==> src/rtl/spi_pkg.sv <==
// Shared SPI widths, idle byte and small index helpers used by the slave-side
// schedulers.
package spi_pkg;
  localparam int SPI_BYTE_W = 8;
  localparam int SPI_CNT_W  = 3;
  localparam int SPI_IDX_W  = 3;
  localparam logic [SPI_BYTE_W-1:0] SPI_IDLE_BYTE = 8'hFF;

  // Increment a requester index, wrapping to zero after n-1.
  function automatic logic [SPI_IDX_W-1:0] spi_wrap_inc(input logic [SPI_IDX_W-1:0] idx,
                                                         input int n);
    return (int'(idx) >= n - 1) ? '0 : idx + SPI_IDX_W'(1);
  endfunction
endpackage

==> src/rtl/spi_rr_arbiter.sv <==
// Combinational round-robin pick: first asserted request at or after rr_ptr,
// scanning upward modulo NUM_REQ.
module spi_rr_arbiter
  import spi_pkg::*;
#(
  parameter int NUM_REQ = 4
) (
  input  logic [NUM_REQ-1:0]   req,
  input  logic [SPI_IDX_W-1:0] rr_ptr,
  output logic [SPI_IDX_W-1:0] next_grant,
  output logic                 any_req
);
  localparam int W = SPI_IDX_W + 1;

  logic [W-1:0] idx;
  logic         hit;

  // Scan from the farthest candidate down so the nearest one wins last.
  always_comb begin
    next_grant = '0;
    any_req    = 1'b0;
    idx        = '0;
    hit        = 1'b0;
    for (int k = NUM_REQ - 1; k >= 0; k--) begin
      idx = {1'b0, rr_ptr} + W'(k);
      if (idx >= W'(NUM_REQ)) idx = idx - W'(NUM_REQ);
      hit = 1'b0;
      for (int i = 0; i < NUM_REQ; i++) begin
        if (idx == W'(i)) hit = req[i];
      end
      if (hit) begin
        next_grant = idx[SPI_IDX_W-1:0];
        any_req    = 1'b1;
      end
    end
  end
endmodule

==> src/rtl/spi_slave_tx_arbiter.sv <==
// Shares one SPI slave byte channel among NUM_REQ requesters: mirrors the slave
// frame counter, grants round-robin per frame and returns each owned MOSI byte.
module spi_slave_tx_arbiter
  import spi_pkg::*;
#(
  parameter int                    NUM_REQ   = 4,
  parameter logic [SPI_BYTE_W-1:0] IDLE_BYTE = SPI_IDLE_BYTE
) (
  input  logic                          sclk,
  input  logic                          reset,
  input  logic                          ss,
  input  logic                          mosi,
  input  logic [NUM_REQ-1:0]            req,
  input  logic [SPI_BYTE_W*NUM_REQ-1:0] req_data,
  output logic [SPI_BYTE_W-1:0]         tx_data,
  output logic [NUM_REQ-1:0]            ack,
  output logic [NUM_REQ-1:0]            done,
  output logic [SPI_BYTE_W-1:0]         rsp_data,
  output logic                          owner_valid,
  output logic [SPI_IDX_W-1:0]          owner
);
  logic [SPI_CNT_W-1:0]  bit_cnt_q, bit_cnt_d;
  // Only the low seven bits are kept; the completed byte is formed with mosi.
  logic [SPI_BYTE_W-2:0] shift_q, shift_d;
  logic [SPI_IDX_W-1:0]  rr_ptr_q, rr_ptr_d;
  logic                  owner_valid_q, owner_valid_d;
  logic [SPI_IDX_W-1:0]  owner_q, owner_d;
  logic [NUM_REQ-1:0]    ack_q, ack_d;
  logic [NUM_REQ-1:0]    done_q, done_d;
  logic [SPI_BYTE_W-1:0] rsp_data_q, rsp_data_d;

  logic [SPI_IDX_W-1:0]  next_grant;
  logic                  any_req;
  logic                  frame_end;
  logic [SPI_BYTE_W-1:0] grant_byte;

  spi_rr_arbiter #(.NUM_REQ(NUM_REQ)) u_rr (
    .req        (req),
    .rr_ptr     (rr_ptr_q),
    .next_grant (next_grant),
    .any_req    (any_req)
  );

  assign frame_end = !ss && (bit_cnt_q == SPI_CNT_W'(7));

  always_comb begin
    grant_byte = IDLE_BYTE;
    for (int i = 0; i < NUM_REQ; i++) begin
      if (next_grant == SPI_IDX_W'(i)) grant_byte = req_data[SPI_BYTE_W*i +: SPI_BYTE_W];
    end
  end

  // The slave loads data_in on the frame_end edge, so this stays unregistered.
  assign tx_data = (reset || !any_req) ? IDLE_BYTE : grant_byte;

  always_comb begin
    bit_cnt_d     = bit_cnt_q;
    shift_d       = shift_q;
    rr_ptr_d      = rr_ptr_q;
    owner_valid_d = owner_valid_q;
    owner_d       = owner_q;
    ack_d         = '0;
    done_d        = '0;
    rsp_data_d    = rsp_data_q;
    if (!ss) begin
      bit_cnt_d = bit_cnt_q + SPI_CNT_W'(1);
      shift_d   = {shift_q[SPI_BYTE_W-3:0], mosi};
    end
    if (frame_end) begin
      rsp_data_d = {shift_q, mosi};
      for (int i = 0; i < NUM_REQ; i++) begin
        done_d[i] = owner_valid_q && (owner_q == SPI_IDX_W'(i));
      end
      if (any_req) begin
        for (int i = 0; i < NUM_REQ; i++) begin
          ack_d[i] = (next_grant == SPI_IDX_W'(i));
        end
        owner_d       = next_grant;
        owner_valid_d = 1'b1;
        rr_ptr_d      = spi_wrap_inc(next_grant, NUM_REQ);
      end else begin
        owner_valid_d = 1'b0;
      end
    end
  end

  always_ff @(posedge sclk or posedge reset) begin
    if (reset) begin
      bit_cnt_q     <= '0;
      shift_q       <= '0;
      rr_ptr_q      <= '0;
      owner_valid_q <= 1'b0;
      owner_q       <= '0;
      ack_q         <= '0;
      done_q        <= '0;
      rsp_data_q    <= '0;
    end else begin
      bit_cnt_q     <= bit_cnt_d;
      shift_q       <= shift_d;
      rr_ptr_q      <= rr_ptr_d;
      owner_valid_q <= owner_valid_d;
      owner_q       <= owner_d;
      ack_q         <= ack_d;
      done_q        <= done_d;
      rsp_data_q    <= rsp_data_d;
    end
  end

  assign ack         = ack_q;
  assign done        = done_q;
  assign rsp_data    = rsp_data_q;
  assign owner_valid = owner_valid_q;
  assign owner       = owner_q;
endmodule

==> config.mk <==
export PLATFORM = sky130hd
export DESIGN_NAME = spi_slave_tx_arbiter
export DESIGN_NICKNAME = d
export VERILOG_FILES = /design/src/rtl/spi_pkg.sv /design/src/rtl/spi_rr_arbiter.sv /design/src/rtl/spi_slave_tx_arbiter.sv
export SDC_FILE = /design/constraint.sdc
export NUM_CORES = 1
export LEC_CHECK = 0
export ABC_CLOCK_PERIOD_IN_PS = 6000
export CAP_MARGIN = 10
export CORE_ASPECT_RATIO = 1.4
export CORE_MARGIN = 10
export CORE_UTILIZATION = 30
export CTS_BUF_LIST = sky130_fd_sc_hd__clkbuf_4 sky130_fd_sc_hd__clkbuf_8
export CTS_CLUSTER_SIZE = 14
export DETAILED_ROUTE_END_ITERATION = 8
export MAX_ROUTING_LAYER = met4
export PLACE_DENSITY = 0.54
export SLEW_MARGIN = 0
export SYNTH_ARGS = -nofsm -noshare
export SYNTH_HDL_FRONTEND = slang
export SYNTH_HIERARCHICAL = 1
export SYNTH_SLANG_ARGS = --single-unit
==> constraint.sdc <==
create_clock -name sclk -period 6 [get_ports sclk]
set_input_delay 1.8 -clock sclk [delete_from_list [all_inputs] [get_ports sclk]]
set_output_delay 1.8 -clock sclk [all_outputs]
set_load 0.02 [all_outputs]
==> impl_metrics.tcl <==
set metrics [dict create \
    fin_hold_ws_ns 0.4728 \
    initialDrtViolationCount 55 \
    ctsLongestPathBuffers 2 \
    cell_by_cell_trace_of_the_critical_path "buf_8, a211oi_2, o21ai_2, and2_4, a22o_1, a311o_1, ha_2, ha_4, nor4b_4, buf_6, o311ai_4, o21a_1, buf_6" \
    ys.flop_type "sky130_fd_sc_hd__dfrtp_1" \
    synth.largest_area_cell "sky130_fd_sc_hd__dfrtp_1" \
    worstSetupStartpointType "primary input" \
    rsz0062_at_grt "true" \
    clkSlewWorstSetupHoldPaths_ns 0.06 \
    cts_tree "built" \
    critical_path.most_common_cell "sky130_fd_sc_hd__buf_6" \
    dpl_cell_area_um2 3072 \
    finClkSkew_ns 0.003550 \
    first_global_vias 2048 \
    flow.area_growth_from_synthesis_pct 66.55 \
    post_drt_wl_per_cell_um 15.52 \
    max_clock_freq_mhz 167.4 \
    critPathMaxFanout 8 \
    post_route_cells_drive_above_1_share_pct 36.18 \
    final.fill_count 659 \
    io_buffer_count 67 \
    place_hpwl_um 4711 \
    slew-limit-headroom_pct 57.02 \
    synth_sequential_area_ratio_pct 39.01 \
    synthesized_cell_area_um2 2117 \
    detailed_router_iteration_count_before_antenna_repair 4 \
    n_antenna_cell 0 \
    final_number_of_max_transition_violations 0 \
    postSynthCellCount 204 \
    total_clock_buffers_created_by_cts 5 \
    criticalPathCategory "in2out" \
    power_density_nw_per_um2 678.8 \
    routed-via-count 1919 \
    power_leakage_nw 1.446 \
    grt_antenna_before_repair 0 \
    final_cell_area_um2 3526 \
    endpoint_required_time_on_the_critical_path_ns 4.20 \
    postSynth.asyncResetShare_pct 100.0 \
    core_um2 6937 \
    post_drt_via_cell_ratio 4.810 \
    totalWireLength_um 6194 \
    period_minus_slack_ns 5.975 \
    gr-total-overflow 0 \
    cts_root_buf "sky130_fd_sc_hd__clkbuf_8" \
    routabilityCongestion 0.8372 \
    synth-edff-count 0 \
    nNetsFinal 361 \
    ys_top_cells_by_area "sky130_fd_sc_hd__dfrtp_1 (39%), sky130_fd_sc_hd__ha_1 (10%), sky130_fd_sc_hd__mux2_2 (8.5%)" \
    worst_skew_pair.late_latency_ns 0.28 \
    maxCapViolCount 0 \
    postSynthNetCount 261 \
    crit_family "compound AO/OA/AOI/OAI gates" \
    grt_start_max_net_pins 34 \
    hold_path.class "reg2reg" \
    die-height_um 119.4 \
    cts.sinks 33 \
    h-tree-depth 2 \
    max-vdd-ir-drop_uv 438.0 \
    critPathBufInv 3 \
    status "finished clean" \
    fp.dieW_um 91.00 \
    io_pins 68 \
    post-layout-total-power_mw 2.393 \
    worstMarginPinSlew_ns 0.6427 \
    cp_slowest_stage_delay_ns 0.37 \
    timing.final.setup_violations 0 \
    holdBufCountCts 0 \
    worstSetupEndpointType "output port" \
    syn_avg_cell_area_um2 10.38 \
    start_util_pct 30.52 \
    critical_path_arrival_ns 4.17 \
    yosysWarnings 6 \
    synth.distinct_cells 45 \
    hold_viol 0 \
    grt_pass1_wl_um 10470 \
    synth_seq_cells 33 \
    die_area_um2 10860 \
    remaining_design_rule_violation_count 0 \
    post-route-period-util_pct 99.58 \
    critical-path-slowest-cell "sky130_fd_sc_hd__a311o_1" \
    post-synth-top-area-fraction_pct 39.01 \
    antenna_violating_nets_left 0 \
    grt.total_usage_pct 11.96 \
    number_of_standard_cell_rows_in_the_floorplan 36 \
]
==> cells by family (layout without fill, tap and decap cells) <==
logic type	Yosys count	count (layout)	synth area share [%]
buffers and inverters	17	117	3.783
muxes	18	18	9.515
DFF	33	33	39.01
xor gates and xnor gates	3	3	1.241
and+or+nand+nor	68	68	18.68
AOI/OAI and AO/OA	48	48	17.73
adders and majority gates	17	17	10.05
==> sequential cells by signal (all words and copies together), names as in the netlist <==
name / cells
owner_valid: 1
rsp_data: 8
done: 4
shift_q: 7
ack: 4
bit_cnt_q: 3
owner: 3
rr_ptr_q: 3
==> per-layer routing <==
metal	part of all wire, %	GRT usage, %
met1	40	13.06
met5	0	-
met4	1.3	3.340
met3	2.5	2.137
met2	57	21.59
==> metrics by stage <==
step | std cells | TNS [ns] | setup WS, ns | util, %
floorplan | 204 | 0 | 0.2160 | -
global placement | 385 | -7.257 | -0.9504 | 44.28
detailed placement | 385 | -7.965 | -1.044 | 44.28
CTS | 398 | 0 | 0.006077 | 50.18
global route | 399 | -0.4766 | -0.06788 | 50.83
finish | 399 | 0 | 0.02547 | 50.83
==> where the power goes <==
part / total [mW] / internal, mW / switching, mW
Sequential: 0.344 / 0.296 / 0.0478
Clock: 0.169 / 0.0954 / 0.0731
Combinational: 1.88 / 0.974 / 0.907
==> Yosys cell counts, types with 2 or more instances <==
| master | n |
|---|---|
| sky130_fd_sc_hd__o21ai_1 | 5 |
| sky130_fd_sc_hd__o31ai_1 | 2 |
| sky130_fd_sc_hd__nor3b_1 | 13 |
| sky130_fd_sc_hd__a22o_1 | 3 |
| sky130_fd_sc_hd__and3_1 | 2 |
| sky130_fd_sc_hd__ha_1 | 17 |
| sky130_fd_sc_hd__mux2_2 | 16 |
| sky130_fd_sc_hd__nand2_1 | 25 |
| sky130_fd_sc_hd__xnor2_1 | 2 |
| sky130_fd_sc_hd__o21a_1 | 8 |
| sky130_fd_sc_hd__o311ai_1 | 8 |
| sky130_fd_sc_hd__nand3b_1 | 3 |
| sky130_fd_sc_hd__a21boi_0 | 2 |
| sky130_fd_sc_hd__nor2b_1 | 10 |
| sky130_fd_sc_hd__o21ai_0 | 3 |
| sky130_fd_sc_hd__inv_1 | 10 |
| sky130_fd_sc_hd__nor2_1 | 6 |
| sky130_fd_sc_hd__a21oi_1 | 5 |
| sky130_fd_sc_hd__dfrtp_1 | 33 |
| sky130_fd_sc_hd__nand3_1 | 2 |
| sky130_fd_sc_hd__buf_2 | 4 |
| sky130_fd_sc_hd__a211oi_1 | 2 |
==> path summary, 6_finish.rpt <==
| path | startpoint | end | slack [ns] | cells past startpoint |
|---|---|---|---|---|
| setup / recovery | req[1] | tx_data[2] | 0.03 | 13 |
| hold / removal | bit_cnt_q[0] | bit_cnt_q[0] | 0.47 | 1 |
| setup reg to reg | rr_ptr_q[1] | rr_ptr_q[2] | 2.45 | 17 |
| hold reg to reg | bit_cnt_q[0] | bit_cnt_q[0] | 0.47 | 1 |
| max in group asynchronous | reset | shift_q[5] | 3.67 | 3 |
| min in group asynchronous | reset | ack[2] | 2.04 | 3 |
==> area by class of cell <==
type | instances | area, µm² | area share, %
multi-input combinational | 154 | 1509 | 42.80
timing repair buffer | 100 | 944.7 | 26.79
sequential | 33 | 825.8 | 23.42
tap | 95 | 118.9 | 3.371
clock buffer | 7 | 90.09 | 2.555
inverter | 10 | 37.54 | 1.065
==> placed cells by master, fill, tap and decap left out, drive strengths merged, types with 2 or more instances in the layout <==
master	synthesis	routed
clkdlybuf4s50	0	55
buf	7	44
dfrtp	33	33
nand2	25	25
mux2	17	17
ha	17	17
nor3b	13	13
nor2b	10	10
inv	10	10
o311ai	8	8
o21a	8	8
clkbuf	0	8
o21ai	8	8
nor2	6	6
a21oi	5	5
a22o	4	4
nand3b	3	3
a211oi	3	3
o31ai	3	3
xnor2	2	2
nand3	2	2
and3	2	2
a21boi	2	2
nor4b	2	2
==> what timing repair did <==
action / 4_1_cts / 5_1_grt
resized for setup: 112 / 12
buffers inserted: 6 / 1
endpoints found under the setup margin: 8 / 8
pin swaps: 19 / 13
Note: power is estimated with default switching activity, not from simulation.
